## src/rtl/board_write_arbiter_if.sv

```systemverilog
// Request bus for the board write arbiter: two tile-write requesters.
// master = requester side, slave = arbiter side.
interface board_write_arbiter_if #(
  parameter int TILE_W = 5
);
  logic              req0_valid;
  logic [5:0]        req0_col;
  logic [4:0]        req0_row;
  logic [TILE_W-1:0] req0_tile;
  logic              req0_ready;

  logic              req1_valid;
  logic [5:0]        req1_col;
  logic [4:0]        req1_row;
  logic [TILE_W-1:0] req1_tile;
  logic              req1_ready;

  modport master (
    output req0_valid, req0_col, req0_row, req0_tile,
    output req1_valid, req1_col, req1_row, req1_tile,
    input  req0_ready, req1_ready
  );

  modport slave (
    input  req0_valid, req0_col, req0_row, req0_tile,
    input  req1_valid, req1_col, req1_row, req1_tile,
    output req0_ready, req1_ready
  );
endinterface

```

## src/rtl/board_write_arbiter.sv

```systemverilog
// board_write_arbiter: owns the board tile RAM write port. Round-robin between
// game logic (req0) and the secondary updater (req1), plus a full-board clear
// sequencer. (col,row) -> row*BOARD_COLS+col, same mapping as the renderer.
// Optional build macro VBLANK_ONLY_EN: grants and clear steps only while vblank=1.
module board_write_arbiter #(
  parameter int BOARD_COLS = 40,
  parameter int BOARD_ROWS = 30,
  parameter int ADDR_W     = 11,
  parameter int TILE_W     = 5
) (
  input  logic              clock,
  input  logic              reset,
  board_write_arbiter_if.slave req,
  input  logic              clear_start,
  input  logic [TILE_W-1:0] clear_tile,
  output logic              clear_busy,
  output logic              clear_done,
  input  logic              vblank,
  output logic [ADDR_W-1:0] wraddress,
  output logic [TILE_W-1:0] data,
  output logic              wren,
  output logic              drop
);

  localparam int                CELLS = BOARD_COLS * BOARD_ROWS;
  localparam logic [ADDR_W-1:0] LAST  = ADDR_W'(CELLS - 1);

  typedef enum logic {IDLE, CLEAR} state_t;

  state_t            state;
  logic [ADDR_W-1:0] cnt;
  logic [TILE_W-1:0] fill_tile;
  logic              rr_last1;   // 1: req1 won the last grant, so req0 wins the next conflict
  logic              last_step;  // last fill write issued; done/busy update one cycle later

`ifdef VBLANK_ONLY_EN
  logic vb_ok;
  assign vb_ok = vblank;
`else
  logic vb_ok;
  logic unused_vblank;
  assign vb_ok         = 1'b1;
  assign unused_vblank = vblank;
`endif

  // Both requesters packed side by side so the address/range logic is generated once per lane.
  logic [1:0]             req_valid;
  logic [1:0][5:0]        req_col;
  logic [1:0][4:0]        req_row;
  logic [1:0][TILE_W-1:0] req_tile;
  logic [1:0][ADDR_W-1:0] req_addr;
  logic [1:0]             req_oor;

  assign req_valid = {req.req1_valid, req.req0_valid};
  assign req_col   = {req.req1_col,   req.req0_col};
  assign req_row   = {req.req1_row,   req.req0_row};
  assign req_tile  = {req.req1_tile,  req.req0_tile};

  for (genvar g = 0; g < 2; g++) begin : g_req
    // Full-width linear address, truncated to the RAM width.
    assign req_addr[g] = ADDR_W'(32'(req_row[g]) * 32'(BOARD_COLS) + 32'(req_col[g]));
    assign req_oor[g]  = (32'(req_col[g]) >= 32'(BOARD_COLS)) ||
                         (32'(req_row[g]) >= 32'(BOARD_ROWS));
  end

  logic [1:0] gnt;
  logic       sel;

  // Grant: only in IDLE, never in reset, and a same-cycle clear_start outranks requests.
  always_comb begin
    gnt = 2'b00;
    if (!reset && state == IDLE && !clear_start && vb_ok) begin
      if (req_valid[0] && req_valid[1]) gnt = rr_last1 ? 2'b01 : 2'b10;
      else                              gnt = req_valid;
    end
  end

  assign sel            = gnt[1];
  assign req.req0_ready = gnt[0];
  assign req.req1_ready = gnt[1];

  // FSM, round-robin pointer, clear counter and the registered RAM write port.
  always_ff @(posedge clock) begin
    if (reset) begin
      state      <= IDLE;
      cnt        <= '0;
      fill_tile  <= '0;
      rr_last1   <= 1'b1;
      last_step  <= 1'b0;
      wren       <= 1'b0;
      wraddress  <= '0;
      data       <= '0;
      drop       <= 1'b0;
      clear_busy <= 1'b0;
      clear_done <= 1'b0;
    end else begin
      wren       <= 1'b0;
      drop       <= 1'b0;
      last_step  <= 1'b0;
      clear_done <= last_step;
      if (last_step) clear_busy <= 1'b0;
      case (state)
        IDLE: begin
          if (clear_start) begin
            state      <= CLEAR;
            fill_tile  <= clear_tile;
            cnt        <= '0;
            clear_busy <= 1'b1;
          end else if (|gnt) begin
            rr_last1 <= sel;
            if (req_oor[sel]) begin
              drop <= 1'b1;
            end else begin
              wren      <= 1'b1;
              wraddress <= req_addr[sel];
              data      <= req_tile[sel];
            end
          end
        end
        CLEAR: begin
          // Counter holds while vb_ok is low so the fill resumes where it paused.
          if (vb_ok) begin
            wren      <= 1'b1;
            wraddress <= cnt;
            data      <= fill_tile;
            if (cnt == LAST) begin
              cnt       <= '0;
              state     <= IDLE;
              last_step <= 1'b1;
            end else begin
              cnt <= cnt + 1'b1;
            end
          end
        end
        default: state <= IDLE;
      endcase
    end
  end

endmodule

```

## src/flat_wrapper.sv

```systemverilog
// flat-port wrapper written by rule: the top's interface ports become plain ports
module board_write_arbiter_flat 
#(
  parameter int BOARD_COLS = 40,
  parameter int BOARD_ROWS = 30,
  parameter int ADDR_W     = 11,
  parameter int TILE_W     = 5
)
  (clock, reset, clear_start, clear_tile, clear_busy, clear_done, vblank, wraddress, data, wren, drop, req_req0_valid, req_req0_col, req_req0_row, req_req0_tile, req_req1_valid, req_req1_col, req_req1_row, req_req1_tile, req_req0_ready, req_req1_ready);
  board_write_arbiter_if #(.TILE_W(TILE_W)) req_i ();
  input  logic clock;
  input  logic reset;
  input  logic clear_start;
  input  logic [TILE_W-1:0] clear_tile;
  output logic clear_busy;
  output logic clear_done;
  input  logic vblank;
  output logic [ADDR_W-1:0] wraddress;
  output logic [TILE_W-1:0] data;
  output logic wren;
  output logic drop;
  input wire logic [$bits(req_i.req0_valid)-1:0] req_req0_valid;
  input wire logic [$bits(req_i.req0_col)-1:0] req_req0_col;
  input wire logic [$bits(req_i.req0_row)-1:0] req_req0_row;
  input wire logic [$bits(req_i.req0_tile)-1:0] req_req0_tile;
  input wire logic [$bits(req_i.req1_valid)-1:0] req_req1_valid;
  input wire logic [$bits(req_i.req1_col)-1:0] req_req1_col;
  input wire logic [$bits(req_i.req1_row)-1:0] req_req1_row;
  input wire logic [$bits(req_i.req1_tile)-1:0] req_req1_tile;
  output wire logic [$bits(req_i.req0_ready)-1:0] req_req0_ready;
  output wire logic [$bits(req_i.req1_ready)-1:0] req_req1_ready;
  assign req_i.req0_valid = req_req0_valid;
  assign req_i.req0_col = req_req0_col;
  assign req_i.req0_row = req_req0_row;
  assign req_i.req0_tile = req_req0_tile;
  assign req_i.req1_valid = req_req1_valid;
  assign req_i.req1_col = req_req1_col;
  assign req_i.req1_row = req_req1_row;
  assign req_i.req1_tile = req_req1_tile;
  assign req_req0_ready = req_i.req0_ready;
  assign req_req1_ready = req_i.req1_ready;
  board_write_arbiter #(.BOARD_COLS(BOARD_COLS), .BOARD_ROWS(BOARD_ROWS), .ADDR_W(ADDR_W), .TILE_W(TILE_W)) u_core (.clock(clock), .reset(reset), .req(req_i), .clear_start(clear_start), .clear_tile(clear_tile), .clear_busy(clear_busy), .clear_done(clear_done), .vblank(vblank), .wraddress(wraddress), .data(data), .wren(wren), .drop(drop));
endmodule
```

## config.mk

```make
export PLATFORM = sky130hd
export DESIGN_NAME = board_write_arbiter_flat
export DESIGN_NICKNAME = d
export VERILOG_FILES = /design/src/rtl/board_write_arbiter_if.sv /design/src/rtl/board_write_arbiter.sv /design/src/flat_wrapper.sv
export SDC_FILE = /design/constraint.sdc
export NUM_CORES = 1
export LEC_CHECK = 0
export ABC_CLOCK_PERIOD_IN_PS = 2700
export BUFFER_PORTS_ARGS = -buffer_cell sky130_fd_sc_hd__buf_2
export CAP_MARGIN = 0
export CORE_MARGIN = 2
export CORE_UTILIZATION = 54
export DETAILED_ROUTE_END_ITERATION = 7
export HOLD_SLACK_MARGIN = 0.03
export PLACE_DENSITY = 0.92
export SLEW_MARGIN = 20
export SYNTH_ARGS = -nofsm -noshare
export SYNTH_HDL_FRONTEND = slang
export SYNTH_SLANG_ARGS = --single-unit
```

## constraint.sdc

```tcl
create_clock -name clock -period 2.7 [get_ports clock]
set_clock_uncertainty 0.05 [all_clocks]
set_input_delay 0.27 -clock clock [delete_from_list [all_inputs] [get_ports clock]]
set_output_delay 0.27 -clock clock [all_outputs]
set_load 0.02 [all_outputs]
```

# --- Word-level counts from Yosys, hierarchy flattened ---
# Cells that the tools add are included.
classes:
  shift: 0
  n_reduce_logical: 13
  bitwise_logic: 3
  n_addsub: 3
  n_mul: 2
  n_mux: 32
  magnitude_cmp: 5
  div_mod_pow: 0
  eq_ne: 5
op_table:
  columns: ["operator", "count"]
  rows:
  - ["11-bit two-way mux", 7]
  - ["11-bit one-hot mux with 2 select lines", 2]
  - ["5-bit two-way mux", 5]
  - ["11-bit by 6-bit adder with 11-bit output", 2]
  - ["5-bit by 3-bit multiplier with 8-bit output, second input constant", 2]
  - ["6-bit greater-or-equal comparator, second input constant", 2]
  - ["1-bit two-way mux", 12]
  - ["11-bit by 1-bit adder with 11-bit output, second input constant", 1]
  - ["11-bit == test, second input constant", 1]
  - ["5-bit greater-or-equal comparator, second input constant", 2]
  - ["5-bit one-hot mux with 2 select lines", 1]
  - ["2-bit inequality test, second input constant", 4]
  - ["2-bit two-way mux", 3]
  - ["3-bit AND reduction", 2]
  - ["1-bit one-hot mux with 2 select lines", 2]
  - ["2-bit OR reduction", 2]
  - ["4-bit OR reduction", 1]
  - ["1-bit logical AND", 3]
  - ["1-bit NOT", 3]
  - ["1-bit zero test", 2]
  - ["1-bit logical OR", 2]
  - ["1-bit by 2-bit less-than comparator with 1-bit output, second input constant", 1]
  - ["2-bit AND reduction", 1]
totals:
  ff_bits: 39
  ram_bits: 0
  output_inout_bits: 22
  input_bits: 43
  mem_count: 0
  mem_bits_ro: 0
  latchBits: 0
  elab_cells: 74

# --- Depth between registers and ports, before layout ---
# Gate-level depths: netlist of the first run.
depth:
  depth_word: 10
  depth_mapped: 9
  depth_no_buf: 8

# --- Worst setup path after synthesis of the first run ---
# OpenSTA, ideal clock, no wires.
synth_path:
  path_type: "input-to-reg"
  startpoint: "in req_req0_row[1]"
  endpoint: "reg u_core.wraddress[8]"
  setup_slack_ns: 0.408
  cell_stages: 8
  setup_time_ns: 0.093
  required_ns: 2.557
  arrival_ns: 2.150
  cell_sequence: "ha_1 ha_1 fa_1 nand2_1 o31a_1 nor3_1 nor3_1 o32ai_1"
synth_between:
  elab_chain_len: 8
  word_cells_on_any_way: 14
  cone_classes: "add/sub (1); mul (1); order compare (1); eq/ne (1); mux (8); reduce/logical (2)"
synth_rtl:
  columns: ["element", "line", "rtl"]
  rows:
  - ["start: declaration", "flat_wrapper.sv:24", "input wire logic [$bits(req_i.req0_row)-1:0] req_req0_row;"]
  - ["5-bit by 3-bit multiplier with 8-bit output", "board_write_arbiter.sv:61", "assign req_addr[g] = ADDR_W'(32'(req_row[g]) * 32'(BOARD_COLS) + 32'(req_col[g]));"]
  - ["11-bit by 6-bit adder with 11-bit output", "board_write_arbiter.sv:61", null]
  - ["11-bit two-way mux (implied by the code) (2 in a row)", "board_write_arbiter.sv:115", "wraddress <= req_addr[sel];"]
  - ["11-bit two-way mux", "board_write_arbiter.sv:111", "if (req_oor[sel]) begin"]
  - ["11-bit two-way mux", "board_write_arbiter.sv:109", "end else if (|gnt) begin"]
  - ["11-bit two-way mux", "board_write_arbiter.sv:104", "if (clear_start) begin"]
  - ["11-bit one-hot mux with 2 select lines", "board_write_arbiter.sv:102", "case (state)"]
  - ["end signal: assignment", "board_write_arbiter.sv:115", null]
  - ["end signal: assignment", "board_write_arbiter.sv:124", "wraddress <= cnt;"]
  - ["end: declaration", "board_write_arbiter.sv:19", "output logic [ADDR_W-1:0] wraddress,"]
# Parallel ways exist; a longest one is shown, timed or not. The select of a mux whose other input is x is not followed.
# A chain may end at the register's enable or synchronous reset.

# --- Worst setup path in the final report of the first run ---
# Same ends and word-level chain as after synthesis.

==> impl_metrics.py, run 1 <==
metrics = {
    "logic_synthesis": {
        "avgSynthCellArea_um2": 8.688,
        "ys_seq_area_share_pct": 29.66,
        "yosys.cell_types.count": 54,
        "synth_edf_count": 0,
        "synthArstFlopShare_pct": 0,
        "netlist_area_mm2": 0.002633,
        "syn_inst": 303,
        "ys_ff_latch": 39,
        "syn_nets": 369,
        "yosys.cell_count.top_type": "nand2_1",
        "synth_top_area_share_pct": 29.66,
        "synthTopCellsByCount": "48 x nand2_1, 39 x dfxtp_1, 28 x nor2_1",
        "yosysTopAreaCell": "dfxtp_1",
        "synthFlopType": "dfxtp_1",
        "yosysWarnings": 0,
        "ys_top_cells_by_area": "dfxtp_1 30%, ha_1 9.0%, nand2_1 6.8%, o32ai_2 4.3%, nor2_1 4.0%",
    },
    "critical_path": {
        "end_kind": "flop",
        "cp_max_fo": 4,
        "crit_type": "primary input to flop",
        "critPathBufInv": 1,
        "path_delay_family": "adder cells",
        "cp-start-kind": "primary input",
        "critPathArrivalTime_ns": 2.47,
        "required_ns": 2.85,
        "cp_cell_sequence": "buf_2, ha_1, ha_1, fa_1, nand2_1, o31a_1, nor3_1, nor3_1, o32ai_1",
        "max_stage_delay_ns": 0.59,
        "worst_path_max_delay_cell": "fa_1",
    },
    "sta": {
        "drv_slew": 0,
        "timing.final.crit_share_pct": 85.82,
        "fin_crit_ns": 2.317,
        "timing.fmax_mhz": 431.6,
        "fin_setup_tns_ns": 0,
        "hold_viol_final": 0,
        "maxSlewHeadroom_pct": 53.86,
        "finalSetupViolations": 0,
        "whs_ns": 0.1732,
        "worst_slew_pin_slew_ns": 0.6907,
        "rsz0062_at_grt": "false",
    },
    "cts": {
        "cts_made_buffers": 5,
        "tritoncts": "yes",
        "clk_pin_slew_worst_paths_ns": 0.08,
        "clock-sinks": 39,
        "cts_resized": 0,
        "cts_hold_buf": 0,
        "htree_levels": 2,
        "cts_buffer_depth": 2,
        "clock_latency_ns": 0.29,
        "cts_setup_buffers": 0,
        "cts_root_buffer": "clkbuf_8",
    },
    "route": {
        "post_drt_wl_per_cell_um": 14.85,
        "vias": 2501,
        "remaining_drc_errors": 0,
        "dr.pass1.iters": 4,
        "routed_via_density": 5.803,
        "drt_iter0_drc": 203,
        "ant_nets": 0,
        "routed_wl_mm": 6.402,
    },
    "die": {
        "dieArea_mm2": 0.005449,
        "row_count": 25,
        "die_w_um": 73.82,
        "initial_core_util_pct": 55.74,
        "core-area_mm2": 0.004723,
        "dieHeight_um": 73.82,
        "pin_count": 65,
    },
    "power_and_ir_drop": {
        "leakagePower_nw": 1.391,
        "powerDensity_mw_per_mm2": 444.3,
        "vdd_drop_max_mv": 0.3041,
    },
    "grt": {
        "grt_pass1_vias": 2459,
        "grt_pass1_wl_mm": 10.64,
        "grt_max_degree": 25,
        "grt_antenna_before_repair": 0,
        "overflow": 0,
        "grt_usage_pct": 25.38,
    },
    "flow_run": {
        "maxCapViolCount": 0,
    },
    "layout": {
        "drive_above_1_share_pct": 25.27,
        "area_growth_pct": 15.97,
        "antenna_cells": 0,
        "nNetsFinal": 429,
        "nFillCells": 373,
        "design_area_mm2": 0.003053,
    },
    "place": {
        "numPortBuffers": 63,
        "dpl.hpwl_mm": 4.854,
        "place.gp.congestion": 0.8271,
        "place_area_mm2": 0.002969,
    },
    "worst_hold_path": {
        "hold_path.class": "primary input to flop",
    },
    "status": {
        "outcome": "finished clean",
    },
}
==> metal layers <==
metal | wire length, µm | track usage (%)
met5 | 0 | 0
met4 | 119 | 12.32
met2 | 3103 | 41.47
met1 | 2738 | 31.34
met3 | 441 | 5.761
==> cell families (layout without fill, tap and decap cells) <==
kind of cell	after synthesis	in the layout	synth area share, %
xor gates and xnor gates	13	13	5.371
muxes	7	7	2.662
DFF	39	39	29.66
buffers and inverters	21	82	4.848
and+or+nand+nor	125	125	23.48
AOI/OAI and AO/OA	75	75	21.91
adders and majority gates	23	23	12.07
==> path summary, 6_finish.rpt <==
| check | start | end | slack [ns] | depth (start not counted) |
|---|---|---|---|---|
| worst max-delay path | req_req0_row[1] | u_core.wraddress[8] | 0.38 | 9 |
| worst min-delay path | clear_tile[1] | u_core.fill_tile[1] | 0.17 | 3 |
| worst max register to register | u_core.state | u_core.data[2] | 0.68 | 6 |
| worst min register to register | u_core.last_step | u_core.clear_done | 0.38 | 2 |
==> worst reg2reg max path, delay by kind of cell (launching register included) <==
kind	cells	cell delay, ns
flip-flops	1	0.31
AO/OA/AOI/OAI	1	0.23
buffers and inverters	1	0.19
AND/OR/NAND/NOR	4	1.15
==> state kept, by name, summed over array words and instances, names as in the netlist <==
name,flops
u_core.clear_done,1
u_core.cnt,11
u_core.drop,1
u_core.state,1
u_core.rr_last1,1
u_core.data,5
u_core.wraddress,11
u_core.fill_tile,5
u_core.wren,1
u_core.clear_busy,1
u_core.last_step,1
==> layout make-up <==
class	count	area [µm²]	area share, %
multi-input cells	243	1724	56.48
inverters	6	27.53	0.9016
flip-flops and latches	39	780.7	25.57
clock inverters	3	15.01	0.4918
clock buffers	5	68.82	2.254
well taps	67	83.83	2.746
repair buffers	68	352.8	11.56
==> power breakdown <==
group,internal [mW],switching (mW),total (mW)
clock network,0.177,0.200,0.376
logic,0.160,0.208,0.369
registers,0.598,0.0135,0.611
==> placed cells by master (no fill, tap or decap), types with 4 or more instances in the layout <==
master | netlist | routed
a21oi_1 | 15 | 15
buf_4 | 0 | 5
xnor2_1 | 10 | 10
nor3_1 | 8 | 8
dfxtp_1 | 39 | 39
ha_1 | 19 | 19
clkbuf_8 | 0 | 5
nor2_1 | 28 | 28
o32ai_1 | 5 | 5
a211oi_1 | 5 | 5
a21o_1 | 5 | 5
and3_1 | 15 | 15
fa_1 | 4 | 4
nand2_1 | 48 | 48
inv_1 | 5 | 5
o21ai_0 | 18 | 18
mux2i_1 | 7 | 7
o32ai_2 | 7 | 7
buf_2 | 2 | 63
nand4_1 | 5 | 5
==> through the flow <==
step                setup slack, ns  power [mW]  instances  util [%]
floorplan                    0.4076      0.8821        303         -
global placement             0.1422      0.9745        423     62.86
detailed placement           0.1093      0.9884        423     62.86
CTS                          0.4096       1.363        431     64.64
global route                 0.2307       1.436        431     64.64
finish                       0.3828       1.356        431     64.64
No activity file was read; power rests on OpenSTA's default activity.
==> inputs of run 2 (changes only) <==
--- a/config.mk
+++ b/config.mk
@@ -5,14 +5,14 @@
 export SDC_FILE = /design/constraint.sdc
 export NUM_CORES = 1
 export LEC_CHECK = 0
-export ABC_CLOCK_PERIOD_IN_PS = 2700
+export ABC_CLOCK_PERIOD_IN_PS = 2800
 export BUFFER_PORTS_ARGS = -buffer_cell sky130_fd_sc_hd__buf_2
 export CAP_MARGIN = 0
 export CORE_MARGIN = 2
-export CORE_UTILIZATION = 54
+export CORE_UTILIZATION = 58
 export DETAILED_ROUTE_END_ITERATION = 7
 export HOLD_SLACK_MARGIN = 0.03
-export PLACE_DENSITY = 0.92
+export PLACE_DENSITY = 0.95
 export SLEW_MARGIN = 20
 export SYNTH_ARGS = -nofsm -noshare
 export SYNTH_HDL_FRONTEND = slang
==> constraint.sdc (replaced) <==
create_clock -name clock -period 2.8 [get_ports clock]
set_clock_uncertainty 0.05 [all_clocks]
set_input_delay 0.28 -clock clock [delete_from_list [all_inputs] [get_ports clock]]
set_output_delay 0.28 -clock clock [all_outputs]
set_load 0.02 [all_outputs]
==> run 2 against run 1 <==
- non-clock buffer count down 1
- critical endpoint is now req_req1_ready
- total power is 6.5% higher
- sequential share of layout area fell by 0.063 points
- cell area up 0.25%
- highest routed layer unchanged
- largest cell class unchanged
- largest power group unchanged
- critical path depth down 5
==> impl_metrics.py, run 2 (synthesis results as in run 1) <==
metrics = {
    "layout": {
        "fin_util_pct": 70.29,
        "final_common_cell": "buf_2",
        "drive_above_1_share_pct": 25.07,
        "design_area_mm2": 0.003060,
        "nNetsFinal": 428,
        "area_growth_pct": 16.25,
        "layout_common_cells": "63 x buf_2, 48 x nand2_1, 39 x dfxtp_1",
        "antenna_cells": 0,
        "finalNonFillerCells": 415,
        "largestRegisters": "u_core.cnt (11), u_core.wraddress (11)",
    },
    "sta": {
        "fin_crit_ns": 2.454,
        "timing.final.crit_share_pct": 87.63,
        "hold_viol_final": 0,
        "worst_slew_pin_slew_ns": 0.7114,
        "timing.fmax_mhz": 407.6,
        "drv_slew": 0,
        "timing.final.ws_setup_ns": 0.3464,
        "rsz0062_at_grt": "false",
        "whs_ns": 0.1822,
        "finalSetupViolations": 0,
        "maxSlewHeadroom_pct": 52.57,
        "fin_setup_tns_ns": 0,
    },
    "die": {
        "dieHeight_um": 71.37,
        "die_w_um": 71.37,
        "core-area_mm2": 0.004354,
        "initial_core_util_pct": 60.46,
        "dieArea_mm2": 0.005094,
        "pin_count": 65,
        "row_count": 24,
    },
    "worst_hold_path": {
        "min_from": "clear_tile[3]",
        "hold_path_depth": 3,
        "hold_path.class": "primary input to flop",
        "min_to": "u_core.fill_tile[3]",
    },
    "critical_path": {
        "required_ns": 2.47,
        "r2r_start": "u_core.state",
        "rr_endpoint": "u_core.wraddress[8]",
        "critPathArrivalTime_ns": 2.12,
        "max_stage_delay_ns": 0.54,
        "cp_cell_sequence": "or3_1, or2_1, clkinv_4, buf_2",
        "reg2reg_setup_slack_ns": 0.45,
        "end_kind": "primary output",
        "cp-start-kind": "flop",
        "crit_type": "flop to primary output",
        "ff2ff_path_depth": 6,
        "cp_max_fo": 16,
        "worst_path_max_delay_cell": "or2_1",
    },
    "power_and_ir_drop": {
        "vdd_drop_max_mv": 0.3168,
        "power_mw": 1.445,
        "powerDensity_mw_per_mm2": 472.0,
        "leakagePower_nw": 1.400,
    },
    "cts": {
        "clock-sinks": 39,
        "cts_resized": 0,
        "cts_hold_buf": 0,
        "tritoncts": "yes",
        "cts_setup_buffers": 0,
        "clock_latency_ns": 0.30,
        "cts_buffer_depth": 2,
        "cts_made_buffers": 5,
        "htree_levels": 2,
        "cts_root_buffer": "clkbuf_8",
        "clk_pin_slew_worst_paths_ns": 0.08,
    },
    "route": {
        "vias": 2613,
        "remaining_drc_errors": 0,
        "post_drt_wl_per_cell_um": 16.90,
        "dr.pass1.iters": 5,
        "drt_iter0_drc": 307,
        "routed_wl_mm": 7.012,
        "ant_nets": 0,
        "routed_via_density": 6.296,
    },
    "grt": {
        "grt_usage_pct": 27.56,
        "grt_max_degree": 31,
        "grt_pass1_vias": 2467,
        "grt_antenna_before_repair": 0,
        "grt_pass1_wl_mm": 11.21,
        "overflow": 0,
    },
    "status": {
        "outcome": "finished clean",
    },
    "place": {
        "pre_cts_ws_ns": 0.1600,
        "place.gp.congestion": 0.8459,
        "numPortBuffers": 63,
        "dpl.hpwl_mm": 5.003,
        "place_area_mm2": 0.002943,
        "numPlacedInstances": 407,
    },
    "flow_run": {
        "maxCapViolCount": 0,
    },
}
-- run 2: cell types whose count changed in the layout (fill, tap and decap cells not counted) --
| cell | previous run | this run |
|---|---|---|
| bufinv_16 | 0 | 1 |
| clkbuf_8 | 5 | 6 |
| clkinv_2 | 3 | 1 |
| buf_4 | 5 | 4 |
-- run 2: where the power goes --
group	total [mW]	switching (mW)	leakage, nW	internal, mW
sequential	0.590	0.0134	0.318	0.577
clock	0.487	0.199	0.0612	0.288
combinational	0.367	0.212	1.02	0.155
total	1.44	0.425	1.40	1.02
-- run 2: worst max path at each step --
stage | start | end | slack [ns] | cells past startpoint
after global routing | u_core.state | req_req1_ready | 0.28 | 4
after CTS | u_core.state | req_req1_ready | 0.37 | 4
after global placement | req_req0_row[1] | u_core.wraddress[8] | 0.24 | 9
after floorplan | req_req0_row[1] | u_core.wraddress[8] | 0.50 | 8
final | u_core.state | req_req1_ready | 0.35 | 4
after detailed placement | req_req0_row[1] | u_core.wraddress[8] | 0.16 | 9
-- run 2: area by class of cell --
type | count | area (µm²)
Sequential cell | 39 | 780.7
Multi-Input combinational cell | 243 | 1724
Tap cell | 52 | 65.06
Inverter | 6 | 27.53
Timing Repair Buffer | 67 | 345.3
Clock inverter | 2 | 35.03
Fill cell | 305 | 1294
Clock buffer | 6 | 82.58
-- run 2: worst max-delay path: cells and delay by family (launching register included) --
family / cells / cell delay [ns]
buffers and inverters: 2 / 0.46
flip-flops: 1 / 0.31
AND/OR/NAND/NOR: 2 / 1.05
-- run 2: routing by layer --
| layer | wire length [µm] | share of wire, % | GRT usage, % |
|---|---|---|---|
| met1 | 2860 | 41 | 34.55 |
| met5 | 0 | 0 | 0 |
| met3 | 612 | 8.7 | 7.032 |
| met4 | 174 | 2.5 | 9.015 |
| met2 | 3365 | 48 | 46.40 |
